### src/rtl/skid_register_if.sv
// ============================================================================
// Module   : skid_register_if
// Purpose  : Valid/ready handshake bundle for the skid register, upstream
//            and downstream sides plus the occupancy status.
// Revision : 1.0 - initial release
// ============================================================================
`default_nettype none

interface skid_register_if #(
  parameter int DATA_WIDTH = 16
);
  logic [DATA_WIDTH-1:0] DIN;
  logic                  DIN_VALID;
  logic                  DIN_READY;
  logic [DATA_WIDTH-1:0] DOUT;
  logic                  DOUT_VALID;
  logic                  DOUT_READY;
  logic [1:0]            OCCUPANCY;

  modport master (
    output DIN, DIN_VALID, DOUT_READY,
    input  DIN_READY, DOUT, DOUT_VALID, OCCUPANCY
  );

  modport slave (
    input  DIN, DIN_VALID, DOUT_READY,
    output DIN_READY, DOUT, DOUT_VALID, OCCUPANCY
  );
endinterface

`default_nettype wire

### src/rtl/skid_register.sv
// ============================================================================
// Module   : skid_register
// Purpose  : Elastic single-slot pipeline register with a one-entry skid
//            buffer; every output comes straight from a flop.
// Revision : 1.0 - initial release
// ============================================================================
`default_nettype none

module skid_register #(
  parameter int DATA_WIDTH = 16
) (
  input  wire               CLK,
  input  wire               RESET,
  skid_register_if.slave    bus
);

  typedef enum logic [1:0] {
    ST_EMPTY = 2'd0,
    ST_BUSY  = 2'd1,
    ST_FULL  = 2'd2
  } state_t;

  state_t                r_state;
  state_t                w_state_nxt;
  logic [DATA_WIDTH-1:0] r_main;
  logic [DATA_WIDTH-1:0] r_skid;
  logic                  r_din_ready;
  logic                  r_dout_valid;

  logic                  w_in_fire;
  logic                  w_out_fire;
  logic                  w_main_from_din;
  logic                  w_main_from_skid;
  logic                  w_skid_from_din;

  assign w_in_fire  = bus.DIN_VALID & r_din_ready;
  assign w_out_fire = r_dout_valid & bus.DOUT_READY;

  always_comb begin
    w_state_nxt      = r_state;
    w_main_from_din  = 1'b0;
    w_main_from_skid = 1'b0;
    w_skid_from_din  = 1'b0;
    case (r_state)
      ST_EMPTY: begin
        if (w_in_fire) begin
          w_state_nxt     = ST_BUSY;
          w_main_from_din = 1'b1;
        end
      end
      ST_BUSY: begin
        if (w_in_fire && w_out_fire) begin
          w_main_from_din = 1'b1;
        end else if (w_in_fire) begin
          w_state_nxt     = ST_FULL;
          w_skid_from_din = 1'b1;
        end else if (w_out_fire) begin
          w_state_nxt     = ST_EMPTY;
        end
      end
      ST_FULL: begin
        // Upstream is already stalled here, so only a drain can move us.
        if (w_out_fire) begin
          w_state_nxt      = ST_BUSY;
          w_main_from_skid = 1'b1;
        end
      end
      default: begin
        w_state_nxt = ST_EMPTY;
      end
    endcase
  end

  always_ff @(posedge CLK) begin
    if (RESET) begin
      r_state      <= ST_EMPTY;
      r_main       <= '0;
      r_skid       <= '0;
      r_din_ready  <= 1'b0;
      r_dout_valid <= 1'b0;
    end else begin
      r_state      <= w_state_nxt;
      r_din_ready  <= (w_state_nxt != ST_FULL);
      r_dout_valid <= (w_state_nxt != ST_EMPTY);
      if (w_main_from_din) begin
        r_main <= bus.DIN;
      end else if (w_main_from_skid) begin
        r_main <= r_skid;
      end
      if (w_skid_from_din) begin
        r_skid <= bus.DIN;
      end
    end
  end

  assign bus.DIN_READY  = r_din_ready;
  assign bus.DOUT       = r_main;
  assign bus.DOUT_VALID = r_dout_valid;
  assign bus.OCCUPANCY  = r_state;

endmodule

`default_nettype wire

### src/flat_wrapper.sv
// flat-port wrapper written by rule: the top's interface ports become plain ports
module skid_register_flat 
#(
  parameter int DATA_WIDTH = 16
)
  (CLK, RESET, bus_DIN, bus_DIN_VALID, bus_DOUT_READY, bus_DIN_READY, bus_DOUT, bus_DOUT_VALID, bus_OCCUPANCY);
  skid_register_if #(.DATA_WIDTH(DATA_WIDTH)) bus_i ();
  input  wire CLK;
  input  wire RESET;
  input wire logic [$bits(bus_i.DIN)-1:0] bus_DIN;
  input wire logic [$bits(bus_i.DIN_VALID)-1:0] bus_DIN_VALID;
  input wire logic [$bits(bus_i.DOUT_READY)-1:0] bus_DOUT_READY;
  output wire logic [$bits(bus_i.DIN_READY)-1:0] bus_DIN_READY;
  output wire logic [$bits(bus_i.DOUT)-1:0] bus_DOUT;
  output wire logic [$bits(bus_i.DOUT_VALID)-1:0] bus_DOUT_VALID;
  output wire logic [$bits(bus_i.OCCUPANCY)-1:0] bus_OCCUPANCY;
  assign bus_i.DIN = bus_DIN;
  assign bus_i.DIN_VALID = bus_DIN_VALID;
  assign bus_i.DOUT_READY = bus_DOUT_READY;
  assign bus_DIN_READY = bus_i.DIN_READY;
  assign bus_DOUT = bus_i.DOUT;
  assign bus_DOUT_VALID = bus_i.DOUT_VALID;
  assign bus_OCCUPANCY = bus_i.OCCUPANCY;
  skid_register #(.DATA_WIDTH(DATA_WIDTH)) u_core (.CLK(CLK), .RESET(RESET), .bus(bus_i));
endmodule
### config.mk
export PLATFORM = sky130hd
export DESIGN_NAME = skid_register_flat
export DESIGN_NICKNAME = d
export VERILOG_FILES = /design/src/rtl/skid_register_if.sv /design/src/rtl/skid_register.sv /design/src/flat_wrapper.sv
export SDC_FILE = /design/constraint.sdc
export NUM_CORES = 1
export LEC_CHECK = 0
export CORE_ASPECT_RATIO = 0.7
export CORE_MARGIN = 10
export CORE_UTILIZATION = 43
export CTS_CLUSTER_DIAMETER = 80
export CTS_CLUSTER_SIZE = 16
export DETAILED_ROUTE_END_ITERATION = 8
export GPL_TIMING_DRIVEN = 0
export PLACE_DENSITY = 0.74
export SETUP_SLACK_MARGIN = 0.5
export SLEW_MARGIN = 30
export SYNTH_ARGS = -nofsm -noshare
export SYNTH_HDL_FRONTEND = slang
export SYNTH_SLANG_ARGS = --single-unit
### constraint.sdc
create_clock -name CLK -period 1.2 [get_ports CLK]
set_input_delay 0.3 -clock CLK [delete_from_list [all_inputs] [get_ports CLK]]
set_output_delay 0.3 -clock CLK [all_outputs]
set_load 0.01 [all_outputs]
# Yosys cells after proc, flatten, opt, wreduce, memory -nomap -nowiden
# Cells that the tools add are included.
[totals]
output_inout_bits = 20
ff_bits = 36
inputBits = 20
wordCells = 29
[classes]
n_reduce_logical = 4
n_bitwise = 2
eq_ne = 3
mux = 15
[op_table]
columns = ["operator", "count"]
rows = [
  ["$mux W16", 2],
  ["$mux W2", 5],
  ["$mux W1", 6],
  ["$pmux W2 S3", 1],
  ["$reduce_bool A2 Y1", 2],
  ["$and A1 B1 Y1", 2],
  ["$eq A2 B1 Y1 const B", 1],
  ["$eq A2 B2 Y1 const B", 1],
  ["$logic_not A2 Y1", 1],
  ["$ne A2 B2 Y1 const B", 1],
  ["$pmux W1 S2", 1],
  ["$logic_and A1 B1 Y1", 1],
]

# Depth between registers and ports, before layout
# Gate-level depths: netlist of the first run.
[logic_depth]
word_depth = 6
mapped_depth = 5
mapped_depth_nobuf = 3

# Worst setup path before layout of the first run
# Ideal clock, no wire load.
[synth_timing]
kind = "flip-flop to flip-flop"
startpoint = "register u_core.r_state[1] (netlist: u_core.bus.OCCUPANCY[1])"
endpoint = "register u_core.r_main[8] (netlist: u_core.bus.DOUT[8])"
setup_ns = 0.133
period_less_slack_ns = 1.305
arrival_ns = 1.172
n_path_buf = 2
path_stages_with_launch = 6
setup_slack_ns = -0.105
cell_sequence = "dfxtp_1 and3b_1 buf_4 nand2_2 buf_2 a311oi_1"
[synth_via]
elab_chain_cells = 3
elab_cells_between_ends = 7
[synth_rtl]
columns = ["element", "line", "rtl"]
rows = [
  ["start, declared", "skid_register.sv:23", "state_t r_state;"],
  ["start signal, assigned", "skid_register.sv:82", "r_state <= w_state_nxt;"],
  ["$eq A2 B1 Y1 (tied with other cells)", "skid_register.sv:44", "case (r_state)"],
  ["$pmux W1 S2 / $mux W1 (equally long branches)", "skid_register.sv:44", ""],
  ["$mux W16 / $reduce_bool A2 Y1 (equally long branches)", "--", ""],
  ["end signal, assigned", "skid_register.sv:86", "r_main <= bus.DIN;"],
  ["end signal, assigned", "skid_register.sv:88", "r_main <= r_skid;"],
  ["end, declared", "skid_register.sv:25", "logic [DATA_WIDTH-1:0] r_main;"],
]
# Several ways; a longest one is shown, not always the timed one.
# A chain may end at the register's enable or synchronous reset.

# Final worst setup path of the first run
[layout_timing]
startpoint = "register u_core.r_state[1] (netlist: u_core.bus.OCCUPANCY[1])"
endpoint = "register u_core.r_main[10] (netlist: u_core.bus.DOUT[10])"
# The elaborated chain is that of the path after synthesis.

==> results of run 1 <==
final cells by class:
class,count,area share [%]
Multi-Input combinational cell,131,35.0
Inverter,1,0.145
Tap cell,50,2.41
Sequential cell,36,29.1
Buffer,17,6.08
Clock buffer,8,3.47
Timing Repair Buffer,58,23.8
state kept, by name, summed over array words and instances, names as in the netlist:
name and count:
u_core.bus.DOUT 16, u_core.r_skid 16, u_core.bus.OCCUPANCY 2, u_core.bus.DIN_READY 1
u_core.bus.DOUT_VALID 1
worst min path at each step:
| stage | endpoint | slack [ns] | cells past startpoint |
|---|---|---|---|
| 4_1_cts | u_core.bus.DOUT[13]$_SDFFE_PP0P_ | 0.47 | 2 |
| 2_1_floorplan | u_core.r_skid[0]$_SDFFE_PP0P_ | 0.45 | 2 |
| 3_5_place_dp | u_core.r_skid[4]$_SDFFE_PP0P_ | 0.47 | 2 |
| 3_3_place_gp | u_core.r_skid[2]$_SDFFE_PP0P_ | 0.46 | 2 |
| 6_report | u_core.r_skid[11]$_SDFFE_PP0P_ | 0.49 | 2 |
| 5_1_grt | u_core.r_skid[13]$_SDFFE_PP0P_ | 0.51 | 2 |
through the flow:
step	util (%)	TNS, ns
after floorplan	-	0
after global placement	58.2	-18.67
after detailed placement	58.2	-18.89
after CTS	68.4	-1.28
after global routing	74.8	-3.35
final	74.8	-1.60
per-layer routing:
| metal | global-route usage, % | vias to the layer above |
|---|---|---|
| met5 | 0 | - |
| met4 | 5.37 | 0 |
| met2 | 23.2 | 89 |
| li1 | - | 804 |
| met3 | 5.44 | 12 |
| met1 | 20.5 | 830 |
kinds of logic after synthesis:
kind of cell	after synthesis	synth area share, %
DFF	36	47.1
AOI/OAI and AO/OA	55	22.8
and+or+nand+nor	76	24.1
buffers and inverters	18	5.97
cell usage in the layout (no fill, tap or decap), drive strengths merged:
cell           instances
a21bo                  1
a21boi                 1
a21o                   1
a21oi                 18
a311oi                16
and3b                  2
and4b                  1
buf                   46
clkbuf                19
clkdlybuf4s50         16
dfxtp                 36
dlygate4sd2            2
inv                    1
nand2                 35
nand2b                 1
nand3                 16
nand3b                 1
nand4                  1
nand4b                 1
nor3                  16
nor3b                  1
nor4bb                 1
o21ai                 18
critical path, cell delays in order, from the launching register on:
cell and delay [ns]:
dfxtp_4 0.36, and3b_1 0.24, buf_6 0.14, nand2_8 0.07, buf_4 0.17, a311oi_1 0.25
power by group through the flow:
| stage | Combinational, W | Clock (W) | Sequential (W) |
|---|---|---|---|
| 6_report | 0.000696 | 0.000894 | 0.00133 |
| 3_3_place_gp | 0.000487 | 0 | 0.00134 |
| 5_1_grt | 0.000746 | 0.000955 | 0.00134 |
| 2_1_floorplan | 0.000215 | 0 | 0.00136 |
| 3_5_place_dp | 0.000490 | 0 | 0.00134 |
| 4_1_cts | 0.000572 | 0.000896 | 0.00132 |
what timing repair did:
item,in CTS,in global routing
gates resized for setup,151,38
buffers inserted,12,5
endpoints found under the setup margin,56,56
gates cloned,2,1
pin swaps,27,5
==> impl_summary.md, run 1 <==
Run status
The run finished, with violations left. The final reports fail on setup timing.

Setup path
The termination of the worst setup path is u_core.bus.DOUT[10]$_SDFFE_PP0P_. The reg2reg setup slack is -0.15 ns. The worst setup path is launched from a flip-flop. The data arrival time at the worst-slack endpoint is around 1.5 ns.

The worst setup path is captured at a flip-flop. The terminus of the critical flop-to-flop path is u_core.bus.DOUT[10]$_SDFFE_PP0P_. The startpoint of the lowest-slack register-to-register path is u_core.bus.OCCUPANCY[1]$_SDFF_PP0_.

The logic depth of the worst register-to-register path is 5. The most critical setup path has its startpoint at u_core.bus.OCCUPANCY[1]$_SDFF_PP0_. The classification of the worst setup path is flip-flop to flip-flop. The worst-path maximum fanout is 5. At the worst endpoint, the required time is 1.38 ns.

Synthesis
The number of enable flip-flop cells after synthesis is 0. The summed instance area of the synthesized netlist is 1530 um^2. The biggest area contributor in the post-synthesis netlist is dfxtp_1. The area fraction of the dominant cell type after synthesis is 47.1%.

After synthesis, the cell types taking the most area are dfxtp_1, a311oi_1, nand2_1. In the post-synthesis netlist, the cell with the most instances is dfxtp_1. Counting every instance in the synthesized netlist gives 185.

The proportion of register bits with asynchronous set or reset after synthesis is 0%. A synthesized cell averages 8.26 um^2. The most common flop cell mapped by yosys is dfxtp_1. The flop and latch count out of synthesis is 36.

The synthesized netlist contains 25 unique library cells. After synthesis, the most frequently instantiated cells are dfxtp_1, nand2_1, a21oi_1, o21ai_0. The sequential share of the synthesized area is between 40 and 50%. The net count after synthesis is 205.

Yosys printed 0 warnings.

Timing
The worst hold slack is 0.486 ns. The total count of hold-check failures in the final report is 0. Setup repair after global routing could not meet its margin everywhere.

Dividing the final minimum period by the clock period gives 113%. In this run the tightest slew margin relative to its limit is 52.0%. The peak clock frequency supported by timing is 0.740 GHz. The routed design could run at a clock period as short as 1.35 ns. The total setup violations reported at the end of the flow is 27. The final critical-path setup slack is -0.151 ns. The clock skew after layout is 0.00151 ns.

The count of final max-slew check failures is 0. The transition time at the pin with the least slew margin is 0.720 ns.

Clocking
The clock slew at the register clock pins of the worst setup and hold paths is around 0.070 ns. The clock tree from TritonCTS is done. The clock root buffer is clkbuf_8. For the worst-skew pair, the clock arrives at the later sink with an insertion delay of 0.29 ns. The number of buffers inserted by hold repair at cts is 0. The deepest level of the CTS H-tree is 2. The CTS sink count is 36. The buffer depth of the longest clock path is 2. The number of buffers created by CTS is 5.

Routing
The detailed route wirelength on metal3 is 510 um. The first TritonRoute pass finished after 5 iterations. The met2 layer wire length in the routed design is between 2000 and 2500 um. The wire length reported by the detailed router is 5390 um. The highest routed metal layer is met4. Using the TritonRoute via totals, the vias-per-cell ratio works out to between 5 and 6.

The count of nets left with antenna violations after detail routing is 0. The number of remaining DRC errors is 0. After detailed routing, the average wire length per cell comes to 17.9 um. The met1 wire length is ~2300 um.

The initial detailed-routing violation count is 144. The total via count after detailed routing is around 1700.

Placement
Summing all placed instances gives a cell area of around 2000 um^2. At the end of routability-driven placement, the weighted congestion stood at about 0.85. OpenSTA, run right after detailed placement, puts the worst setup slack at -0.671 ns. The number of port buffers is 38. The half-perimeter wire length after detailed placement is roughly 3100 um.

The cell count after placement is 273.

Finish
Fill cells in the final layout number around 270. The finished cells cover 2590 um^2. The antenna diode count is 0. The count of nets after finishing is 270. The share of post-route cells with drive strength above 1 is about 47%. Relative to the synthesized area, the layout overhead comes to 69.6%. The area taken by flip-flops and latches is about 760 um^2.

The finished layout holds 301 standard cells, fillers aside. The multi-input combinational cells in the finished layout cover a total of 907 um^2.

Pwr
Combinational logic burns about a quarter of the power. The net switching fraction of the power is 27.8%. The net switching power of the design is 0.000810 W. Power comes to 0.00292 W. In this run the power density over the cells is 1120 nW/um^2. The internal power consumption is 0.00211 W.

In this run the static leakage power is ~0.97 nW. The sequential share of power is 45.5%. The clock group share of total power is 30.6%. The maximum VDD drop is 0.879 mV.

Min path
The path class of the lowest-slack min-delay path is flip-flop to flip-flop. The startpoint identified for the worst hold timing path is u_core.r_skid[11]$_SDFFE_PP0P_.

Global route
The pin count of the biggest net entering global routing is 11. The overflow left after global routing is 0. The global-route total usage across every layer is roughly 16%. The via count of the first global-routing pass is about 1700.

The initial antenna violation count is 0. The first global-routing pass estimated 8310 um of wire.

Floorplanning
The floorplan step defined a die boundary enclosing 6380 um^2. The vertical extent of the die is 69.9 um. The standard cell core area is 3470 um^2.

The floorplan has 18 rows. The number of top-level pins is 40. Once the floorplan was initialized, standard cells occupied roughly 44% of the core. The die is 91.3 um wide.

Job
Max-cap violations in this run came to 0.
Note: power is estimated with default switching activity, not from simulation.
==> run 2, diff against run 1 <==
Settings changed: CORE_ASPECT_RATIO 0.7 to 1.25, CORE_MARGIN 10 to default, TNS_END_PERCENT from default to 30.
==> impl_summary.md, run 2 (synthesized netlist as in run 1, its figures left out) <==
Run status
Outcome: complete, but fails checks (unchanged). Violations in the final reports: setup timing (unchanged).

Pwr
The leakage power of the design is 0.927 nW (was 0.968 nW). The total power divided by cell area is 1140 nW/um^2 (was 1120 nW/um^2). The maximum VDD drop is 0.978 mV (was 0.879 mV).

Routing
The initial detailed-routing violation count is 71 (was 144). The number of remaining DRC errors is 0 (unchanged). The wire length reported by the detailed router was 5800 um (was 5390 um).

The number of detailed-routing iterations run before antenna repair was 4 (was 5). The count of nets left with antenna violations after detail routing came to 0 (unchanged). The number of vias per cell after detailed routing was 6.15 (was 5.76). The average wire per cell in the routed design was 20.1 um (was 17.9 um). The total via count after detailed routing is 1770 (was 1735).

Floorplanning
The die extent in x is 55.3 um (was 91.3 um). The number of top-level pins is 40 (unchanged). The area of the die is 3800 um^2 (was 6380 um^2). The standard cell core area came to 3310 um^2 (was 3470 um^2). The vertical extent of the die was 68.7 um (was 69.9 um). The effective utilization at floorplan came to 46.2% (was 44.1%). The number of rows in the core area was 23 (was 18).

Finish
The post-layout instance area is 2560 um^2 (was 2590 um^2). The area taken by multi-input logic gates is 932 um^2 (was 907 um^2). The area taken by flip-flops and latches is 736 um^2 (was 756 um^2). The number of fill cells in the layout is 222 (was 268). The count of nets after finishing came to 270 (unchanged). The signed area change from the synthesized netlist to the final layout is 67.4% (was 69.6%). The antenna diode count is 0 (unchanged). Highest-count cells in the layout ignoring fill and taps: nand2_1, dfxtp_1, buf_6, clkdlybuf4s50_1 (was buf_6, nand2_1).

The share of post-route cells with drive strength above 1 is 42.2% (was 46.6%). The end-of-flow core utilization came to 77.4% (was 74.8%).

Min path
The cell depth of the worst hold path came to 2 (unchanged). The path class of the lowest-slack min-delay path is primary input to flip-flop (was flip-flop to flip-flop). The launch instance of the worst min-delay path is RESET (was u_core.r_skid[11]$_SDFFE_PP0P_). The end of the worst hold path is u_core.bus.DOUT[13]$_SDFFE_PP0P_ (was u_core.r_skid[11]$_SDFFE_PP0P_).

Setup path
The reg2reg setup slack is -0.15 ns (about the same). The startpoint of the lowest-slack register-to-register path is u_core.bus.OCCUPANCY[1]$_SDFF_PP0_ (unchanged). The classification of the worst setup path is flip-flop to flip-flop (unchanged).

The critical path endpoint category is a flip-flop (unchanged). The critical path launch point type is a flip-flop (unchanged). The worst-path maximum fanout was 10 (was 5). The worst path required time is 1.36 ns (was 1.38 ns). The data arrival time at the worst-slack endpoint is 1.51 ns (was 1.53 ns). The logic depth of the worst register-to-register path is 5 (unchanged).

The terminus of the critical flop-to-flop path is u_core.bus.DOUT[8]$_SDFFE_PP0P_ (was u_core.bus.DOUT[10]$_SDFFE_PP0P_).

Clocking
The clock slew at the register clock pins of the worst setup and hold paths came to 0.07 ns (about the same). The clock tree from TritonCTS is done (unchanged). The deepest level of the CTS H-tree is 2 (unchanged). The number of buffers inserted by hold repair at cts is 0 (unchanged). The CTS sink count is 36 (unchanged). The source-to-sink clock delay at the later pin of the worst-skew pair is 0.30 ns (was 0.29 ns).

The buffer depth of the longest clock path is 2 (unchanged). The clock root buffer is clkbuf_8 (unchanged). The number of buffers created by CTS is 5 (unchanged).

Timing
The peak clock frequency supported by timing was 0.741 GHz (was 0.740 GHz). The period utilization is 113% (about the same). The transition time at the pin with the least slew margin is 0.738 ns (was 0.720 ns). The total setup violations reported at the end of the flow is 32 (was 27). The summed negative setup slack over all endpoints is -2.04 ns (was -1.60 ns). The final critical-path setup slack was -0.150 ns (was -0.151 ns). RSZ-0062 raised after global routing: true (unchanged).

The total count of hold-check failures in the final report is 0 (unchanged). The clock skew after layout is 0.00797 ns (was 0.00151 ns). The shortest clock period the worst path allows after layout is 1.35 ns (about the same).

The worst max-slew margin expressed relative to the limit is 50.8% (was 52.0%). The count of final max-slew check failures is 0 (unchanged).

Global route
The initial antenna violation count is 0 (unchanged). The via count of the first global-routing pass was 1754 (was 1672). The global-route total usage across every layer is 29.8% (was 15.7%). The overflow left after global routing is 0 (unchanged). The pin count of the biggest net entering global routing is 11 (unchanged).

The first-pass GRT wire length is 8520 um (was 8310 um).

Placement
The post-place instance area is 1980 um^2 (was 2020 um^2). The half-perimeter wire length after detailed placement is 3030 um (was 3130 um). The weighted congestion at the end of routability-driven global placement is 0.809 (was 0.847). The number of port buffers came to 38 (unchanged).

Job
The max capacitance violation total is 0 (unchanged).
run 2: where the power goes:
group | switching, W | internal [W]
combinational | 0.000349 | 0.000350
clock | 0.000442 | 0.000468
sequential | 0.0000553 | 0.00126
total | 0.000847 | 0.00208
run 2: what timing repair did:
item	CTS	global route
setup endpoints to repair	56	56
cloned	4	0
gates resized for setup	133	38
pin swaps	25	16
setup buffers	14	2
run 2: routing by layer:
layer / wire length, um / global-route usage, % / up-vias
li1: - / - / 813
met3: 314 / 5.41 / 20
met5: 0 / 0 / -
met1: 2230 / 33.6 / 851
met4: 204 / 22.8 / 0
met2: 3050 / 50.9 / 86
run 2: stage by stage:
| step | instances | setup WS [ns] | total power, W | hold WS, ns |
|---|---|---|---|---|
| floorplan | 185 | 0.0151 | 0.00157 | 0.448 |
| global placement | 260 | -0.677 | 0.00180 | 0.460 |
| detailed placement | 260 | -0.788 | 0.00182 | 0.467 |
| CTS | 286 | -0.103 | 0.00282 | 0.457 |
| global route | 288 | -0.215 | 0.00301 | 0.503 |
| finish | 288 | -0.150 | 0.00293 | 0.473 |
run 2: worst max-delay path, stage by stage, from the launching register on:
cell and delay, ns:
dfxtp_4 0.37, nand3b_1 0.17, buf_6 0.15, clkbuf_8 0.16, nor3_1 0.26, a311oi_2 0.09
run 2: layout make-up:
cell class	count	area share, %
Multi-Input combinational cell	131	36.4
Sequential cell	36	28.7
Timing Repair Buffer	58	22.6
Buffer	17	6.74
Clock buffer	8	3.52
Tap cell	37	1.81
Inverter	1	0.147
run 2: worst max-delay path by stage:
stage | startpoint | end | slack [ns] | cells after the start
after global routing | u_core.bus.OCCUPANCY[1]$_SDFF_PP0_ | u_core.bus.DOUT[8]$_SDFFE_PP0P_ | -0.22 | 5
final | u_core.bus.OCCUPANCY[1]$_SDFF_PP0_ | u_core.bus.DOUT[8]$_SDFFE_PP0P_ | -0.15 | 5
after CTS | u_core.bus.OCCUPANCY[0]$_SDFF_PP0_ | u_core.bus.DOUT[11]$_SDFFE_PP0P_ | -0.10 | 5
after detailed placement | bus_DOUT_READY | u_core.r_skid[11]$_SDFFE_PP0P_ | -0.79 | 5
after global placement | bus_DOUT_READY | u_core.bus.DOUT[4]$_SDFFE_PP0P_ | -0.68 | 5
after floorplan | u_core.bus.OCCUPANCY[0]$_SDFF_PP0_ | u_core.bus.DOUT[5]$_SDFFE_PP0P_ | 0.02 | 5
